===== src/rtl/uart_pkg.sv =====
// Common UART definitions shared by the receiver, the transmitter and the receive FIFO.
package uart_pkg;

   localparam int UART_DATA_BITS = 8;

   typedef logic [UART_DATA_BITS-1:0] uart_byte_t;

endpackage : uart_pkg


===== src/rtl/uart_rx_fifo.sv =====
// Receive-side byte FIFO: circular buffer with wrap-bit pointers and a registered fill count.
// Build option UART_RX_FIFO_DROP_EN: never back-pressure; drop bytes when full and flag overflow.
module uart_rx_fifo
   import uart_pkg::*;
#(
   parameter int DATA_BITS = UART_DATA_BITS,
   parameter int DEPTH     = 16
) (
   input  logic                       clk,
   input  logic                       rst,
   input  logic [DATA_BITS-1:0]       in_data,
   input  logic                       in_valid,
   output logic                       in_ready,
   output logic [DATA_BITS-1:0]       out_data,
   output logic                       out_valid,
   input  logic                       out_ready,
   output logic [$clog2(DEPTH):0]     count,
   output logic                       overflow,
   input  logic                       overflow_clr
);

   localparam int AW = $clog2(DEPTH);
   localparam int PW = AW + 1;

   logic [DATA_BITS-1:0] mem_q [DEPTH];
   logic [PW-1:0]        wr_q, wr_d;
   logic [PW-1:0]        rd_q, rd_d;
   logic [PW-1:0]        cnt_q, cnt_d;
   logic                 empty, full, push, pop;

   assign empty = (wr_q == rd_q);
   assign full  = (wr_q[AW-1:0] == rd_q[AW-1:0]) && (wr_q[AW] != rd_q[AW]);
   assign pop   = !empty && out_ready;

`ifdef UART_RX_FIFO_DROP_EN
   logic drop;
   logic ovf_q, ovf_d;

   // A pop on the same edge frees the slot, so a full-FIFO push is still taken.
   assign in_ready = 1'b1;
   assign push     = in_valid && (!full || pop);
   assign drop     = in_valid && full && !pop;

   always_comb begin
      ovf_d = ovf_q;
      if (drop)
         ovf_d = 1'b1;
      else if (overflow_clr)
         ovf_d = 1'b0;
   end

   always_ff @(posedge clk) begin
      if (rst)
         ovf_q <= 1'b0;
      else
         ovf_q <= ovf_d;
   end

   assign overflow = ovf_q;
`else
   logic unused_clr;

   assign in_ready   = !full;
   assign push       = in_valid && !full;
   assign overflow   = 1'b0;
   assign unused_clr = overflow_clr;
`endif

   always_comb begin
      wr_d = wr_q;
      rd_d = rd_q;
      if (push)
         wr_d = wr_q + PW'(1);
      if (pop)
         rd_d = rd_q + PW'(1);
      cnt_d = wr_d - rd_d;
   end

   always_ff @(posedge clk) begin
      if (rst) begin
         wr_q  <= '0;
         rd_q  <= '0;
         cnt_q <= '0;
      end else begin
         wr_q  <= wr_d;
         rd_q  <= rd_d;
         cnt_q <= cnt_d;
      end
   end

   // Storage is deliberately left out of reset; only the pointers define validity.
   always_ff @(posedge clk) begin
      if (!rst && push)
         mem_q[wr_q[AW-1:0]] <= in_data;
   end

   assign out_data  = mem_q[rd_q[AW-1:0]];
   assign out_valid = !empty;
   assign count     = cnt_q;

endmodule : uart_rx_fifo


===== config.mk =====
export PLATFORM = sky130hd
export DESIGN_NAME = uart_rx_fifo
export DESIGN_NICKNAME = d
export VERILOG_FILES = /design/src/rtl/uart_pkg.sv /design/src/rtl/uart_rx_fifo.sv
export SDC_FILE = /design/constraint.sdc
export NUM_CORES = 1
export LEC_CHECK = 0
export CELL_PAD_IN_SITES_DETAIL_PLACEMENT = 1
export CELL_PAD_IN_SITES_GLOBAL_PLACEMENT = 2
export CORE_MARGIN = 10
export CORE_UTILIZATION = 30
export DETAILED_ROUTE_END_ITERATION = 10
export GPL_ROUTABILITY_DRIVEN = 0
export GPL_TIMING_DRIVEN = 0
export PLACE_DENSITY_LB_ADDON = 0.1
export SETUP_SLACK_MARGIN = 0.2
export SYNTH_ARGS = -nofsm -noshare
export SYNTH_HDL_FRONTEND = slang
export SYNTH_SLANG_ARGS = --single-unit

===== constraint.sdc =====
create_clock -name clk -period 6.1 [get_ports clk]
set_input_delay 0.61 -clock clk [delete_from_list [all_inputs] [get_ports clk]]
set_output_delay 0.61 -clock clk [all_outputs]
set_load 0.005 [all_outputs]

# Yosys cells after proc, flatten, opt, wreduce, memory -nomap -nowiden
# Memories as Yosys holds them, arrays and structs flattened. A register that Yosys moved wholly into a read port is not among the register bits.
# Index checks and enable logic that the tools add are counted.
dict set report totals {
  regBits 15
  ram_bits 128
  in_bits 13
  memories 1
}
dict set report op_classes {
  add_sub_neg 3
  eq_ne 3
  mux 5
  reduce_logical 7
}
# name words width rd rd_clocked_by_memory_dff write_ports line_no
set mem_list {}
lappend mem_list {mem_q 16 8 1 1 1 uart_rx_fifo.sv:25} ;# logic [DATA_BITS-1:0] mem_q [DEPTH];
# operator n
set ops {}
lappend ops {{$add A5 B1 Y5 const B} 2}
lappend ops {{$mux W5} 2}
lappend ops {{$eq A5 B5 Y1} 1}
lappend ops {{$sub A5 B5 Y5} 1}
lappend ops {{$eq A4 B4 Y1} 1}
lappend ops {{$logic_and A1 B1 Y1} 4}
lappend ops {{$mux W4} 1}
lappend ops {{$logic_not A1 Y1} 3}
lappend ops {{$mux W1} 2}
lappend ops {{$ne A1 B1 Y1} 1}

# Logic depth before layout (Yosys ltp)
dict set report depth {
  ltp_word 7
  ltp_mapped 13
  depth_no_buf 12
}

# Worst setup path before layout
# No wires, ideal clock.
dict set report synth_path {
  path_type {reg-to-reg}
  startpoint {register rd_q[0]}
  endpoint {register cnt_q[4], in the netlist count[4]}
  setup_time_ns 0.123
  arrival_time_ns 2.669
  slack_ns 3.308
  stages_incl_launch_ff 12
  path_cell_list {dfxtp_1 buf_6 xnor2_1 nand4_1 o21ai_4 mux2_2 fa_1 nand3_1 a211oi_1 a221oi_1 nand4_1 mux2i_1}
}
dict set report synth_via {
  elab_chain_cells 6
}
# element line_no
set synth_rtl {}
lappend synth_rtl {{from (decl)} uart_rx_fifo.sv:27} ;# logic [PW-1:0] rd_q, rd_d;
lappend synth_rtl {{from (signal assigned)} uart_rx_fifo.sv:86} ;# rd_q <= rd_d;
lappend synth_rtl {{$eq A4 B4 Y1} uart_rx_fifo.sv:32} ;# assign full = (wr_q[AW-1:0] == rd_q[AW-1:0]) && (wr_q[AW] != rd_q[AW]);
lappend synth_rtl {{$logic_and A1 B1 Y1} uart_rx_fifo.sv:32}
lappend synth_rtl {{$logic_not A1 Y1} uart_rx_fifo.sv:64} ;# assign push = in_valid && !full;
lappend synth_rtl {{$logic_and A1 B1 Y1} uart_rx_fifo.sv:64}
lappend synth_rtl {{$mux W5} uart_rx_fifo.sv:72} ;# if (push)
lappend synth_rtl {{via wr_d[1]} uart_rx_fifo.sv:26} ;# logic [PW-1:0] wr_q, wr_d;
lappend synth_rtl {{$sub A5 B5 Y5} uart_rx_fifo.sv:76} ;# cnt_d = wr_d - rd_d;
lappend synth_rtl {{to (signal assigned)} uart_rx_fifo.sv:87} ;# cnt_q <= cnt_d;
lappend synth_rtl {{to (decl)} uart_rx_fifo.sv:28} ;# logic [PW-1:0] cnt_q, cnt_d;
# The timed path passes the listed nets, and every way through them passes these cells.
# A chain may end at the register's enable or synchronous reset.

==> flow_summary.json <==
{
  "reg2reg_depth": 11,
  "insertion_delay_ns": 0.42,
  "fin_crit_ns": 3.61,
  "rsz0062_at_grt": "no",
  "worst_slew_pin_slew_ns": 0.992,
  "ant_nets": 0,
  "syn_avg_cell_area_um2": 19.3,
  "synth.most_common_cell": "edfxtp_1",
  "cp-start-kind": "flop",
  "multi_input_area_um2": 1650,
  "maxCapViolations": 0,
  "status": "complete, no violations",
  "syn_nets": 329,
  "h-tree-depth": 4,
  "cp-end-kind": "primary output",
  "nFillCells": 1939,
  "viasPerCell": 4.58,
  "drc": 0,
  "clk_pin_slew_ns": 0.06,
  "path_max_fanout": 10,
  "synth_area_um2": 5900,
  "drt_wl_total_um": 13400,
  "gr-total-overflow": 0,
  "area_growth_pct": 21.5,
  "synth_top_flop_cell": "edfxtp_1",
  "finalSetupViolCount": 0,
  "grt_pass1_wl_um": 20700,
  "max_freq_ghz": 0.277,
  "final_layout_size_suffix_gt1_share_pct": 25.6,
  "syn_inst": 306,
  "die_w_um": 160,
  "p_leak_nw": 2.27,
  "cp.arrival_ns": 3.00,
  "pin_count": 29,
  "grt_usage_pct": 10.9,
  "async_reset_ff_share_pct": 0,
  "relSlewSlack_pct": 33.6,
  "rows": 51,
  "yosys.cell_types.count": 39,
  "clk_path_buf_depth": 2,
  "hold_depth": 2,
  "ys_seq_elements": 143,
  "hp-class": "input port to flop",
  "post-route-period-util_pct": 59.2,
  "num_vias": 2893,
  "io_buffers": 25,
  "yosys-top-cells-count": "edfxtp_1 (128), mux4_2 (40), nor2_1 (23), dfxtp_1 (15), xnor2_1 (10)",
  "postCtsHoldBufs": 0,
  "preCtsSetupSlack_ns": 2.63,
  "slew_violations": 0,
  "setup_slack_ns": 2.49,
  "antenna_found_initial": 0,
  "required_ns": 5.49,
  "n_antenna_cell": 0,
  "root_buffer": "clkbuf_16",
  "drt-initial-drc-count": 245,
  "fp.coreArea_um2": 19400,
  "cts_sinks": 143,
  "netlist.area_leader.share_pct": 65.2,
  "first_global_vias": 3155,
  "ys_seq_area_share_pct": 70.3,
  "hpwlAfterDp_um": 9490,
  "cts_buffers": 17,
  "final_nets": 377,
  "dieArea_um2": 25700,
  "place_inst": 600,
  "synth_largest_area_cell": "edfxtp_1",
  "pwr_density_cell_nw_per_um2": 364,
  "ctsResizeCount": 0,
  "r2r_slack_ns": 2.64,
  "tns_ns": 0,
  "ys_top_cells_by_area": "edfxtp_1 (65%), mux4_2 (15%), dfxtp_1 (5.1%), ha_1 (1.9%), xnor2_1 (1.5%)",
  "tritoncts": "yes",
  "initial_core_util_pct": 30.4,
  "postCtsSetupBuffers": 0,
  "crit_type": "flop to primary output",
  "wl_per_cell_um": 21.2,
  "peakVddDrop_uv": 192,
  "yosysWarnings": 0,
  "grt_max_degree": 17,
  "synth_edf_count": 128,
  "drtPass1Iterations": 4,
  "register_area_um2": 4140,
  "stdcell_count": 632,
  "hold_viol_final": 0,
  "skew_ns": 0.00727,
  "fp.dieH_um": 160
}
critical path, cell delays in order (launching register included):
cell	delay (ns)
dfxtp_1	0.33
buf_4	0.20
clkbuf_1	0.60
mux4_2	0.45
mux4_2	0.52
clkdlybuf4s50_1	0.48
per-stage QoR:
stage / instance area (um2) / total power [mW] / hold WS [ns] / util [%]
after floorplan: 5900 / 1.36 / 0.628 / -
after global placement: 6480 / 1.52 / 0.695 / 33.4
after detailed placement: 6530 / 1.53 / 0.705 / 33.7
after CTS: 7160 / 2.65 / 0.610 / 36.9
after global routing: 7160 / 2.72 / 0.642 / 36.9
final: 7160 / 2.61 / 0.625 / 36.9
power by group:
part	internal [mW]	switching [mW]	total, mW
sequential	1.09	0.00812	1.10
clock	0.692	0.424	1.12
combinational	0.206	0.191	0.397
sequential cells by signal (all words and copies together) (netlist names), named ones only:
signal,flops
rd_q,4
mem_q,128
wr_q,5
count,5
layout make-up:
| class | count | area share, % |
|---|---|---|
| well taps | 265 | 4.63 |
| repair buffers | 29 | 3.91 |
| inverters | 6 | 0.314 |
| flip-flops and latches | 143 | 57.9 |
| clock inverters | 14 | 2.81 |
| plain buffers | 17 | 1.40 |
| clock buffers | 18 | 5.99 |
| multi-input cells | 140 | 23.1 |
routing by layer:
layer / track usage (%) / share of wire, %
met4: 4.01 / 0.79
met3: 2.72 / 3.0
met5: 0 / 0
met2: 15.4 / 43
met1: 15.8 / 53
cells in the final DEF, fill, tap and decap left out, types with 3 or more instances in the layout:
| master | instances |
|---|---|
| nor4_2 | 4 |
| inv_6 | 6 |
| nor2_1 | 23 |
| buf_6 | 3 |
| nand2_1 | 3 |
| nand2b_1 | 4 |
| ha_1 | 9 |
| a21oi_1 | 3 |
| mux4_2 | 40 |
| bufinv_16 | 4 |
| clkdlybuf4s50_1 | 25 |
| buf_4 | 6 |
| o211ai_1 | 4 |
| xor2_1 | 4 |
| inv_1 | 6 |
| dfxtp_1 | 15 |
| buf_2 | 5 |
| clkbuf_1 | 8 |
| xnor2_1 | 10 |
| clkbuf_16 | 17 |
| edfxtp_1 | 128 |
| nor2b_1 | 5 |
| nand4_1 | 6 |
path summary, 6_finish.rpt:
| check | start | to |
|---|---|---|
| worst max-delay path | rd_q[1] | out_data[1] |
| worst min-delay path | rst | wr_q[2] |
| worst max register to register | rd_q[0] | count[4] |
| worst min register to register | rd_q[4] | rd_q[4] |
kinds of logic (layout without fill, tap and decap cells):
logic type                 Yosys count  after routing  synth area share, %
muxes                               44             44                 16.1
buffers and inverters               23             84                 2.08
AOI/OAI and AO/OA                   16             16                 2.12
other                                1              1               0.0636
DFF                                143            143                 70.3
adders and majority gates           10             10                 2.25
xor gates and xnor gates            15             15                 2.36
and+or+nand+nor                     54             54                 4.78
Note: power is estimated with default switching activity, not from simulation.
